[config.mk]
export PLATFORM = sky130hd
export DESIGN_NAME = bs_cond_select
export DESIGN_NICKNAME = d
export VERILOG_FILES = /design/src/rtl/bs_pkg.sv /design/src/rtl/bs_piso.sv /design/src/rtl/bs_cond_select.sv
export SDC_FILE = /design/constraint.sdc
export NUM_CORES = 1
export LEC_CHECK = 0
export CAP_MARGIN = 20
export CELL_PAD_IN_SITES_DETAIL_PLACEMENT = 1
export CELL_PAD_IN_SITES_GLOBAL_PLACEMENT = 1
export CORE_MARGIN = 4
export CORE_UTILIZATION = 30
export CTS_CLUSTER_DIAMETER = 150
export CTS_CLUSTER_SIZE = 28
export DETAILED_ROUTE_END_ITERATION = 7
export GPL_TIMING_DRIVEN = 1
export PLACE_DENSITY_LB_ADDON = 0.1
export REMOVE_ABC_BUFFERS = 1
export SLEW_MARGIN = 30
export SYNTH_ARGS = -nofsm -noshare
export SYNTH_HDL_FRONTEND = slang
export SYNTH_HIERARCHICAL = 1
export SYNTH_SLANG_ARGS = --single-unit
[constraint.sdc]
create_clock -name clk -period 8.05 [get_ports clk]
set_clock_uncertainty 0.2 [all_clocks]
set_input_delay 0.805 -clock clk [delete_from_list [all_inputs] [get_ports clk]]
set_output_delay 0.805 -clock clk [all_outputs]
set_load 0.02 [all_outputs]
[src/rtl/bs_pkg.sv]
// Shared definitions for the bit-serial modmul_bs datapath stages:
// capture-state encoding, default word width and a counter-width helper.
package bs_pkg;

    // Default word width of the serial datapath.
    localparam int BS_W = 16;

    // Capture state of a serial-to-parallel front end.
    typedef enum logic [0:0] {
        IDLE = 1'b0,
        CAP  = 1'b1
    } cap_state_t;

    // Number of bits needed to hold the values 0..v-1 (minimum 1).
    function automatic int clog2(input int v);
        int r;
        r = 1;
        for (int i = 1; i < 31; i++) begin
            if ((1 << i) < v) begin
                r = i + 1;
            end
        end
        return r;
    endfunction

endpackage

[src/rtl/bs_piso.sv]
// Parallel-load, serial-out right shifter. A load presents bit 0 on o_q in
// the following cycle together with a one-cycle o_sync pulse; the select
// flag that came with the load is held on o_sel until the next load.
// Once all bits have left, o_q stays 0 (zero fill).
module bs_piso #(
    parameter int W = 16
) (
    input  logic         clk,
    input  logic         reset,
    input  logic         i_load,
    input  logic [W-1:0] i_data,
    input  logic         i_sel,
    output logic         o_q,
    output logic         o_sync,
    output logic         o_sel
);

    logic [W-1:0] r_shift;
    logic         r_sync;
    logic         r_sel;

    // Load a new word or shift the current one towards bit 0, filling with zeros.
    always_ff @(posedge clk) begin
        if (reset) begin
            r_shift <= '0;
            r_sync  <= 1'b0;
            r_sel   <= 1'b0;
        end else begin
            r_sync <= i_load;
            if (i_load) begin
                r_shift <= i_data;
                r_sel   <= i_sel;
            end else begin
                r_shift <= {1'b0, r_shift[W-1:1]};
            end
        end
    end

    assign o_q    = r_shift[0];
    assign o_sync = r_sync;
    assign o_sel  = r_sel;

endmodule

[src/rtl/bs_cond_select.sv]
// Bit-serial conditional-subtract select stage. Captures one word of the
// original operand x and of the adder result s = x + (2^W - p), LSB first,
// and re-serializes r = (x >= p) ? s : x. The adder carry sampled on the
// word's MSB is exactly the (x >= p) decision.
// Optional feature: define BS_COND_SELECT_ABORT_CNT_EN to add the abort_cnt
// output, a saturating count of partial words discarded by a restart isync.
module bs_cond_select
    import bs_pkg::*;
#(
    parameter int W = BS_W
) (
    input  logic       clk,
    input  logic       reset,
    input  logic       x_in,
    input  logic       s_in,
    input  logic       isync,
    input  logic       icarry,
    output logic       q,
    output logic       osync,
    output logic       osel
`ifdef BS_COND_SELECT_ABORT_CNT_EN
    ,
    output logic [7:0] abort_cnt
`endif
);

    localparam int CW = clog2(W);
    localparam logic [CW-1:0] LAST_IDX = CW'(W - 1);

    cap_state_t    r_state;
    cap_state_t    w_state_next;
    logic [CW-1:0] r_cnt;
    logic [CW-1:0] w_cnt_next;
    logic [W-1:0]  r_xbuf;
    logic [W-1:0]  r_sbuf;

    logic          w_shift_en;
    logic          w_load;
    logic          w_abort;
    logic [W-1:0]  w_load_word;

    // Capture state and bit counter.
    always_ff @(posedge clk) begin
        if (reset) begin
            r_state <= IDLE;
            r_cnt   <= '0;
        end else begin
            r_state <= w_state_next;
            r_cnt   <= w_cnt_next;
        end
    end

    // Next state: the isync cycle already carries bit 0, so the counter
    // leaves it holding 1 and r_cnt equals the index of the bit on the inputs.
    // On the MSB cycle a coinciding isync is ignored.
    always_comb begin
        w_state_next = r_state;
        w_cnt_next   = r_cnt;
        w_shift_en   = 1'b0;
        w_load       = 1'b0;
        w_abort      = 1'b0;
        case (r_state)
            IDLE: begin
                if (isync) begin
                    w_state_next = CAP;
                    w_cnt_next   = CW'(1);
                    w_shift_en   = 1'b1;
                end
            end
            CAP: begin
                if (r_cnt == LAST_IDX) begin
                    w_load       = 1'b1;
                    w_state_next = IDLE;
                    w_cnt_next   = '0;
                end else if (isync) begin
                    w_abort    = 1'b1;
                    w_shift_en = 1'b1;
                    w_cnt_next = CW'(1);
                end else begin
                    w_shift_en = 1'b1;
                    w_cnt_next = r_cnt + CW'(1);
                end
            end
            default: begin
                w_state_next = IDLE;
                w_cnt_next   = '0;
            end
        endcase
    end

    // Capture buffers insert at the MSB end; after W-1 shifts bit 0 sits at
    // index 1, so the MSB taken straight from the inputs completes the word.
    // Contents outside a capture do not matter, hence no reset.
    always_ff @(posedge clk) begin
        if (w_shift_en) begin
            r_xbuf <= {x_in, r_xbuf[W-1:1]};
            r_sbuf <= {s_in, r_sbuf[W-1:1]};
        end
    end

    assign w_load_word = icarry ? {s_in, r_sbuf[W-1:1]} : {x_in, r_xbuf[W-1:1]};

    bs_piso #(
        .W (W)
    ) u_piso (
        .clk    (clk),
        .reset  (reset),
        .i_load (w_load),
        .i_data (w_load_word),
        .i_sel  (icarry),
        .o_q    (q),
        .o_sync (osync),
        .o_sel  (osel)
    );

`ifdef BS_COND_SELECT_ABORT_CNT_EN
    logic [7:0] r_abort_cnt;

    // Count discarded partial words, saturating at 255.
    always_ff @(posedge clk) begin
        if (reset) begin
            r_abort_cnt <= '0;
        end else if (w_abort && (r_abort_cnt != 8'hFF)) begin
            r_abort_cnt <= r_abort_cnt + 8'd1;
        end
    end

    assign abort_cnt = r_abort_cnt;
`endif

endmodule

==> summary by stage <==
Global routing
The number of global-route vias before repair was 1,060. For this run the aggregate overflow at the end of global routing stands at 0. Entering global routing, the biggest net connects 31 pins. The wire length of the first global-routing pass is 5.27 mm.

Global routing consumed, over all layers together, 9.13% of the routing resources. The initial antenna violation count was 0.

Clocking
The clock passes through at most 2 buffers. The CTS sink count is 53. The CTS tree is yes.

In this run, CTS created clock tree buffers numbering 5. The H-tree was split into 2 levels. Clock-pin slew was measured on the worst setup and hold paths at 0.09 ns. Buffers inserted to repair hold after CTS numbered 0.

The number of buffers added for setup after CTS is 0. In this run, post-CTS repair resized a total of 0 instances. The clock reaches the later pin of the worst-skew pair after 0.30 ns. The cell sitting at the root of the clock tree is a clkbuf_8.

Drt
The residual DRC count is 0. The per-cell routed wire length is 14.4 um. The total iterations of the first detailed-routing run is 4.

The first routing iteration left 65 violations. In this run the remaining antenna-violating nets after routing total 0. The number of vias in the routed layout is 992.

The overall routed net length is 3.17 mm. After detailed routing, the number of vias per cell comes to 4.51.

Synth
Summing the areas of all xor and xnor instances in the mapped netlist gives 0.448% of the synthesized area. The number of distinct library cells after synthesis is 26. The synthesized-area fraction occupied by ao, oa, aoi and oai cells is 2.18%. The share of synthesized area in the top cell type comes to 46.1%. The share of the Yosys chip area taken by registers is 69.7%. Of the total synthesized cell area, the portion taken by AND, OR, NAND and NOR gates is 6.59%. Of all cell types, the one taking the most synthesized area is edfxtp_1. The warning count from the yosys run is 6. The prevailing post-synth register cell is edfxtp_1. By area the synthesized netlist is led by edfxtp_1 46%, dfxtp_1 24%, mux2_1 9.2%. By area, the combinational part of the netlist is dominated by multiplexers. For this run, asynchronously set or reset flops after synthesis account for 0%.

The portion of synthesized area spent on multiplexers is 17.4%. In this run the mean area of a mapped cell was 14.9 um^2. The mapped netlist covers 0.00195 mm^2. Synthesis produced 131 cells. Synthesis inferred 53 register bits.

In this run, synthesis inferred 30 flip-flops with an integrated enable. The synthesized netlist devotes 0.640% of its cell area to adder and majority cells.

Floorplan
The overall die area is 0.00787 mm^2. The initial core utilization is 30.8%. The total area inside the core boundary comes to 0.00635 mm^2. In this run the core area contains 29 standard-cell rows.

The top-level I/O count is 9. In this run the vertical extent of the chip is 88.7 um. The floorplan step set the die width to 88.7 um.

Setup path
For the worst setup path, the data arrival time is 2.40 ns. The peak fanout along the critical path is 17. The number of cells on the worst reg-to-reg path is 6.

The critical path is of the in -> reg type. The register-to-register setup slack is 6.01 ns. The data required time of the worst path is 8.00 ns.

The start of the worst register-to-register path is r_cnt[0]$_SDFFE_PP0P_. The launching instance or port of the critical path is icarry. The critical path capture point is u_piso/r_shift[1]$_SDFF_PP0_.

The worst flop-to-flop path endpoint is r_sbuf[2]$_DFFE_PP_. The kind of capture point of the worst setup path is a flip-flop. The category of the worst setup path launch point is a primary input.

STA
The final cycle utilization of the critical path is 30.4%. The summed negative setup slack over all endpoints is 0 ns. At the pin with the least slew margin, the transition time is 0.864 ns.

The final hold violation count was 0. For the finished layout, the period the worst path requires is 2.44 ns. Setup violations remaining at the end of the flow were counted as 0. Setup repair after global routing left no endpoint under its margin. In this run the tightest slew margin relative to its limit is 42.2%. The peak clock frequency supported by timing is 0.409 GHz. The final number of max-transition violations is 0. The tightest hold path in the finished design has a slack of 0.251 ns.

Power
The cell leakage power is 0.000732 uW. The peak supply drop is 0.0699 mV. The total net switching power is 102 uW. The fraction of power spent switching nets is 21.3%.

Cell internal power was estimated by the tool at 376 uW. The share of total power in the clock network is 29.8%. Dividing total power by cell area gives a power density of 219 mW/mm^2. Combinational logic is responsible for 4.5% of the overall power. The share of total power dissipated in sequential elements is 65.7%.

Outcome
The run finished with clean final reports.

Cells and area
The area added between synthesis and finish is 11.6%. After the last flow step, the layout net total stands at 149. The number of antenna diodes in the final layout is 0. The post-layout utilization of the core is 34.3%. The total of fill cells in the finished design is 657.

Cells with a size suffix above 1 make up 8.39% of the layout.

Min path
In this run the worst hold path is classified as reg -> reg.

Run
The number of max-cap violations is 0.

Place
The number of buffers inserted by port buffering is 8. The final RePlAce weighted congestion is 0.639. The HPWL after detailed placement is 1.97 mm.
[through the flow]
stage	cell area, um^2	std cells	setup slack [ns]	total power [uW]
final	2180	220	5.61	478
after global routing	2180	220	5.45	508
after CTS	2180	220	5.56	489
after detailed placement	2100	212	5.23	344
after global placement	2100	212	5.26	342
after floorplan	1900	125	4.86	329
[worst min path at each step]
stage / start / end / depth (start not counted)
after floorplan: r_xbuf[11]$_DFFE_PP_ / r_xbuf[10]$_DFFE_PP_ / 0
after global placement: r_xbuf[8]$_DFFE_PP_ / r_xbuf[7]$_DFFE_PP_ / 0
after detailed placement: r_xbuf[4]$_DFFE_PP_ / r_xbuf[3]$_DFFE_PP_ / 0
after CTS: r_xbuf[4]$_DFFE_PP_ / r_xbuf[3]$_DFFE_PP_ / 0
after global routing: r_xbuf[8]$_DFFE_PP_ / r_xbuf[7]$_DFFE_PP_ / 0
final: r_sbuf[9]$_DFFE_PP_ / r_sbuf[8]$_DFFE_PP_ / 0
[critical path: stages]
cell and delay, ns:
clkdlybuf4s50_1 1.00, mux2_1 0.39, mux2i_1 0.14, nor2_1 0.06
[layer usage]
| metal | up-vias | GRT usage [%] | routed length (um) |
|---|---|---|---|
| met5 | - | 0 | 0 |
| met4 | 0 | 3.71 | 57 |
| met3 | 6 | 3.63 | 105 |
| met2 | 11 | 13.8 | 1490 |
| met1 | 489 | 11.6 | 1510 |
| li1 | 486 | - | - |
[power groups by stage]
stage	clock (uW)	combinational, uW	sequential (uW)
6_report	142	21.6	314
5_1_grt	167	24.7	316
4_1_cts	151	22.8	315
3_5_place_dp	0	22.7	321
3_3_place_gp	0	21.9	320
2_1_floorplan	0	12.6	317
[sequential cells by signal, summed over array words and instances (netlist names)]
register,cells
u_piso/o_sel,1
u_piso/r_shift,16
r_xbuf,15
r_sbuf,15
r_cnt,4
u_piso/o_sync,1
r_state,1
[cell families (layout without fill, tap and decap cells)]
logic type,count (synthesis),after routing
flops,53,53
mux,32,32
simple gates,30,30
buf+inv,8,20
compound gates,6,6
fa+ha+maj,1,1
xor+xnor,1,1
[cells in the final DEF (no fill, tap or decap), types with 2 or more instances in the layout]
| cell type | count |
|---|---|
| buf_4 | 2 |
| clkbuf_8 | 5 |
| clkdlybuf4s50_1 | 8 |
| clkinv_2 | 2 |
| dfxtp_1 | 23 |
| edfxtp_1 | 30 |
| inv_1 | 2 |
| mux2_1 | 16 |
| mux2i_1 | 16 |
| nand2_1 | 3 |
| nor2_1 | 17 |
| nor2_2 | 2 |
| nor3_1 | 3 |
[synthesized netlist by cell type (2+ instances only)]
master and count:
edfxtp_1 30, dfxtp_1 23, nor2_1 19, mux2_1 16, mux2i_1 16, nand2_1 3
nor3_1 3, buf_2 2, inv_1 2
[final cells by class]
class                   count  area (um^2)  area share [%]
clock buffers               6         72.6            3.33
flip-flops and latches     53         1360            62.4
repair buffers             10         95.1            4.36
well taps                  77         96.3            4.42
inverters                   2         7.51           0.344
multi-input cells          70          538            24.7
clock inverters             2         10.0           0.459
Note: power is estimated with default switching activity, not from simulation.
